## src/rtl/alu_mul_pkg.sv

```systemverilog
// Shared defaults and payload layout for the pipelined unsigned product chain.
// Build option: ALU_MUL_PIPE_SAT_EN selects saturating stages (see alu_mul_stage).
package alu_mul_pkg;

    localparam int unsigned DEF_W  = 16;
    localparam int unsigned DEF_N  = 3;
    localparam int unsigned DEF_RW = 32;

    // Payload held by one stage at the default widths; stages re-declare it at their own widths.
    typedef struct packed {
        logic                        valid;
        logic [DEF_RW-1:0]           acc;
        logic                        ovf;
        logic [DEF_N*DEF_W-1:0]      ops;
    } stage_payload_t;

    // Bit offset of operand k inside the packed operand bus.
    function automatic int unsigned op_lsb(input int unsigned k, input int unsigned w);
        return k * w;
    endfunction

endpackage

```

## src/rtl/alu_mul_stage.sv

```systemverilog
// One multiply stage: acc_out = low RW bits of acc_in * op(K), with overflow tracking and valid/hold.
// Build option: ALU_MUL_PIPE_SAT_EN forces acc to all ones when this stage overflows.
module alu_mul_stage
    import alu_mul_pkg::*;
#(
    parameter int unsigned W  = DEF_W,
    parameter int unsigned N  = DEF_N,
    parameter int unsigned RW = DEF_RW,
    parameter int unsigned K  = 1
) (
    input  logic              clk,
    input  logic              reset,
    input  logic              in_valid,
    output logic              in_ready,
    input  logic [RW-1:0]     in_acc,
    input  logic              in_ovf,
    input  logic [N*W-1:0]    in_ops,
    output logic              out_valid,
    input  logic              out_ready,
    output logic [RW-1:0]     out_acc,
    output logic              out_ovf,
    output logic [N*W-1:0]    out_ops
);

    localparam int unsigned LSB = op_lsb(K, W);

    typedef struct packed {
        logic              valid;
        logic [RW-1:0]     acc;
        logic              ovf;
        logic [N*W-1:0]    ops;
    } payload_t;

    payload_t          q;
    logic [W-1:0]      op;
    logic [RW+W-1:0]   prod;
    logic              flag;
    logic [RW-1:0]     acc_next;

    assign op   = in_ops[LSB +: W];
    assign prod = {{W{1'b0}}, in_acc} * {{RW{1'b0}}, op};
    assign flag = |prod[RW+W-1:RW];

    always_comb begin
        acc_next = prod[RW-1:0];
`ifdef ALU_MUL_PIPE_SAT_EN
        if (flag) begin
            acc_next = '1;
        end
`endif
    end

    // Bubble-collapsing: load whenever empty or the successor takes our current contents.
    assign in_ready = !q.valid || out_ready;

    always_ff @(posedge clk or posedge reset) begin
        if (reset) begin
            q <= '0;
        end else if (in_ready) begin
            q.valid <= in_valid;
            if (in_valid) begin
                q.acc <= acc_next;
                q.ovf <= in_ovf | flag;
                q.ops <= in_ops;
            end
        end
    end

    assign out_valid = q.valid;
    assign out_acc   = q.acc;
    assign out_ovf   = q.ovf;
    assign out_ops   = q.ops;

endmodule

```

## src/rtl/alu_mul_pipe.sv

```systemverilog
// Pipelined unsigned product of N operands, one multiply per registered stage, valid/ready on both sides.
// Build option: ALU_MUL_PIPE_SAT_EN enables per-stage saturation instead of modulo truncation.
module alu_mul_pipe
    import alu_mul_pkg::*;
#(
    parameter int unsigned W  = DEF_W,
    parameter int unsigned N  = DEF_N,
    parameter int unsigned RW = DEF_RW
) (
    input  logic              clk,
    input  logic              reset,
    input  logic              in_valid,
    output logic              in_ready,
    input  logic [N*W-1:0]    in_ops,
    output logic              out_valid,
    input  logic              out_ready,
    output logic [RW-1:0]     out_data,
    output logic              out_ovf
);

    // Link k sits between stage k and stage k+1; link 0 is the input port.
    logic [N-1:0]      vld;
    logic [N-1:0]      rdy;
    logic [N-1:0]      ovf;
    logic [RW-1:0]     acc [0:N-1];
    logic [N*W-1:0]    ops [0:N-1];
    logic              ops_unused;

    assign vld[0]   = in_valid;
    assign acc[0]   = RW'(in_ops[W-1:0]);
    assign ovf[0]   = 1'b0;
    assign ops[0]   = in_ops;
    assign rdy[N-1] = out_ready;

    genvar k;
    for (k = 1; k < N; k++) begin : g_stage
        alu_mul_stage #(
            .W  (W),
            .N  (N),
            .RW (RW),
            .K  (k)
        ) u_stage (
            .clk       (clk),
            .reset     (reset),
            .in_valid  (vld[k-1]),
            .in_ready  (rdy[k-1]),
            .in_acc    (acc[k-1]),
            .in_ovf    (ovf[k-1]),
            .in_ops    (ops[k-1]),
            .out_valid (vld[k]),
            .out_ready (rdy[k]),
            .out_acc   (acc[k]),
            .out_ovf   (ovf[k]),
            .out_ops   (ops[k])
        );
    end

    // Stage 1 is already empty under reset, so gate the handshake explicitly.
    assign in_ready   = rdy[0] & ~reset;
    assign out_valid  = vld[N-1];
    assign out_data   = acc[N-1];
    assign out_ovf    = ovf[N-1];
    assign ops_unused = ^ops[N-1];

endmodule

```

## config.mk

```make
export PLATFORM = sky130hd
export DESIGN_NAME = alu_mul_pipe
export DESIGN_NICKNAME = d
export VERILOG_FILES = /design/src/rtl/alu_mul_pkg.sv /design/src/rtl/alu_mul_stage.sv /design/src/rtl/alu_mul_pipe.sv
export SDC_FILE = /design/constraint.sdc
export NUM_CORES = 2
export LEC_CHECK = 0
export CAP_MARGIN = 20
export CORE_ASPECT_RATIO = 0.7
export CORE_UTILIZATION = 60
export CTS_BUF_LIST = sky130_fd_sc_hd__clkbuf_4
export DETAILED_ROUTE_END_ITERATION = 8
export PLACE_DENSITY = 0.79
export SETUP_SLACK_MARGIN = 0.3
export SLEW_MARGIN = 15
export SYNTH_ARGS = -nofsm -noshare
export SYNTH_HDL_FRONTEND = slang
export SYNTH_SLANG_ARGS = --single-unit
```

## constraint.sdc

```tcl
create_clock -name clk -period 6.86 [get_ports clk]
set_clock_uncertainty 0.1 [all_clocks]
set_input_delay 1.372 -clock clk [delete_from_list [all_inputs] [get_ports clk]]
set_output_delay 1.372 -clock clk [all_outputs]
set_load 0.1 [all_outputs]
```

==> results.json <==
{
  "outcome": "finished, violations left",
  "violations": "negative setup slack",
  "fp.dieH_um": 182,
  "drv_cap": 0,
  "avgSynthCellArea_um2": 8.96,
  "startpoint_type": "flop",
  "ys_seq_area_frac": 0.0750,
  "drcViolationCount": 0,
  "syn_to_final_growth_pct": 20.4,
  "start_util": 0.611,
  "rsz0062_at_grt": "true",
  "io_pins": 87,
  "crit_type": "flop to flop",
  "place_inst": 3959,
  "synth_cells": 3090,
  "clock-sinks": 83,
  "timing.slew.headroom": 0.288,
  "netlist_area_um2": 27700,
  "synth_seq_cells": 83,
  "antenna_found_initial": 1,
  "placed_cell_area_um2": 31800,
  "grt_max_degree": 78,
  "crit_path_end_kind": "flop",
  "grt_pass1_wl_um": 119000,
  "routed_via_density": 5.54,
  "whs_ns": 0.401,
  "cts-buffers-inserted": 9,
  "globalplace.congestion": 0.951,
  "num_rows": 65,
  "first_global_vias": 24100,
  "whs_path_depth": 2,
  "setup_violations": 1,
  "vias": 22400,
  "avgRoutedWirePerCell_um": 18.0,
  "clockBufferDepth": 2,
  "cts_tree": "built",
  "worstPathRequired_ns": 7.20,
  "tightest_slew_ns": 1.06,
  "core-area_um2": 45300,
  "drive_gt1_frac": 0.202,
  "r2r_cells": 24,
  "ys.flop_type": "dfrtp_1",
  "min_period_ns": 7.24,
  "portBuffers": 86,
  "clk_pin_slew_ns": 0.18,
  "finalHoldViolCount": 0,
  "cts-root-buf": "clkbuf_4",
  "tns_ns": -0.384,
  "ys_warn_count": 0,
  "async_flop_share": 1.00,
  "die_area_um2": 47000,
  "die_w_um": 259,
  "clk-insertion-delay-late_ns": 0.56,
  "nets": 4328,
  "gr-usage-all-layers": 0.318,
  "fmax_ghz": 0.138,
  "synth_edf_count": 0,
  "dr.pass1.iters": 6,
  "htreeDepth": 3,
  "critPathMaxFanout": 5,
  "crit_arrival_ns": 7.59,
  "drt_iter0_markers": 1454,
  "slew_viol_final": 0,
  "worst_slack_ns": -0.384,
  "worstHoldPathType": "flop to flop",
  "ys_types": 69,
  "drtAntennaViolNets": 0,
  "grt-ovfl-total": 0,
  "wl_um": 72800,
  "timing.final.crit_share": 1.06,
  "finalNonFillerCells": 4049,
  "stdcell_area_um2": 33300,
  "syn_nets": 3978,
  "hpwlAfterDp_um": 59300
}
==> worst max-delay path: stages, from the launching register on <==
cell and delay (ns):
dfrtp_2 0.49, buf_2 0.19, and2_1 0.17, fa_1 0.54
inv_1 0.05, fa_1 0.40, fa_1 0.55, inv_1 0.06
fa_1 0.50, fa_1 0.57, inv_1 0.06, fa_1 0.48
inv_1 0.04, ha_1 0.33, a21oi_1 0.17, o21ai_0 0.13
nor3_2 0.20, a21oi_2 0.12, a2111o_1 0.51, nor3b_2 0.21
a2111o_1 0.37, a2111oi_4 0.36, o2111ai_1 0.18, a2111oi_2 0.24
a21oi_1 0.11
==> registers in the layout, indices dropped and copies added, names as in the netlist <==
register                   flops
g_stage.u_stage.out_acc       64
g_stage.u_stage.out_ops       16
g_stage.u_stage.out_valid      2
g_stage.u_stage.out_ovf        1
==> cells in the final DEF (no fill, tap or decap), drive strengths merged, types with 5 or more instances in the layout <==
cell type	Yosys	routed
nor3	12	12
nor2b	6	6
nand4	11	11
nand3	13	13
and2	351	351
a211oi	5	5
o21ai	91	91
fa	612	612
or3	10	10
o21a	11	11
o21bai	17	17
xnor2	29	29
nor2	36	36
a31oi	10	10
nand2b	14	14
clkdlybuf4s50	0	55
mux2	26	26
ha	224	224
inv	644	644
a21oi	71	71
o31ai	6	6
clkinv	0	6
a21o	23	23
xor2	28	28
buf	34	447
dfrtp	83	83
clkbuf	142	20
nand2	520	520
==> cell usage after synthesis, types with 3 or more instances <==
library cell  instances  share of area
ha_1                224           0.10
xnor2_1              29         0.0092
and2_1              351          0.079
o31ai_1               6         0.0016
xor2_1               28         0.0089
o21a_1               11         0.0030
a31oi_1              10         0.0023
fa_1                612           0.44
o21ai_1               5        0.00090
mux2i_1               3         0.0011
nand2_1             520          0.070
inv_1               644          0.087
or3_1                10         0.0023
clkbuf_1            139          0.019
nor3_1               12         0.0022
a211o_1               4         0.0013
nand4_1              11         0.0025
clkbuf_2              3        0.00054
a21o_1               23         0.0062
mux2_2               26          0.011
a211oi_1              4         0.0011
buf_4                32         0.0087
o211ai_1              4         0.0011
nor2b_1               6         0.0014
a41oi_1               3        0.00095
and3_1                3        0.00068
nand3_1              13         0.0023
nor2_1               36         0.0049
o21bai_1             17         0.0046
a21oi_1              71          0.013
nand2b_1             14         0.0032
dfrtp_1              83          0.075
o21ai_0              85          0.015
==> kinds of logic after synthesis <==
| family | Yosys count | synth area share |
|---|---|---|
| adder cells (fa/ha/maj) | 836 | 0.544 |
| multiplexers | 29 | 0.0117 |
| AO/OA/AOI/OAI | 273 | 0.0620 |
| buffers and inverters | 820 | 0.116 |
| XOR/XNOR | 57 | 0.0180 |
| flip-flops | 83 | 0.0750 |
| AND/OR/NAND/NOR | 992 | 0.174 |
==> per-layer routing <==
layer | wire length (um) | GRT usage | vias to the layer above
li1 | - | - | 9901
met1 | 29500 | 0.432 | 11400
met2 | 36200 | 0.530 | 902
met3 | 5200 | 0.0519 | 169
met5 | 0 | 0 | -
met4 | 1830 | 0.0859 | 0
==> metrics by stage <==
step / setup WS [ns] / util
after floorplan: 0.0842 / -
after global placement: -0.747 / 0.702
after detailed placement: -0.881 / 0.702
after CTS: -0.315 / 0.723
after global routing: -0.623 / 0.736
final: -0.384 / 0.736
==> final timing paths <==
check	slack, ns	startpoint	end
max reg2reg	-0.38	g_stage[1].u_stage.out_ops[36]	g_stage[2].u_stage.out_ovf
max in group asynchronous	4.77	reset	g_stage[1].u_stage.out_acc[5]
min reg2reg	0.40	g_stage[2].u_stage.out_acc[23]	g_stage[2].u_stage.out_acc[23]
min in group asynchronous	0.92	reset	g_stage[2].u_stage.out_acc[30]
max	-0.38	g_stage[1].u_stage.out_ops[36]	g_stage[2].u_stage.out_ovf
min	0.40	g_stage[2].u_stage.out_acc[23]	g_stage[2].u_stage.out_acc[23]
==> cell type report <==
cell class                 count  area (um^2)
fill                        3035        12000
sequential                    83         2090
antenna                        1         2.50
multi-input combinational   2187        23300
clock inverter                 6         41.3
timing repair buffer         515         4640
clock buffer                  10         75.1
tap                          603          754
inverter                     644         2420
==> repair_timing <==
action | in CTS | in global routing
hold buffers | 0 | 0
pin swaps | 86 | 93
hold endpoints to repair | 0 | 0
buffers inserted | 50 | 21
gates cloned | 1 | 0
resized for setup | 230 | 146
endpoints found under the setup margin | 13 | 16
Power is not shown: default switching activity piles up to over one toggle a cycle in this logic, so the estimate is an artifact.
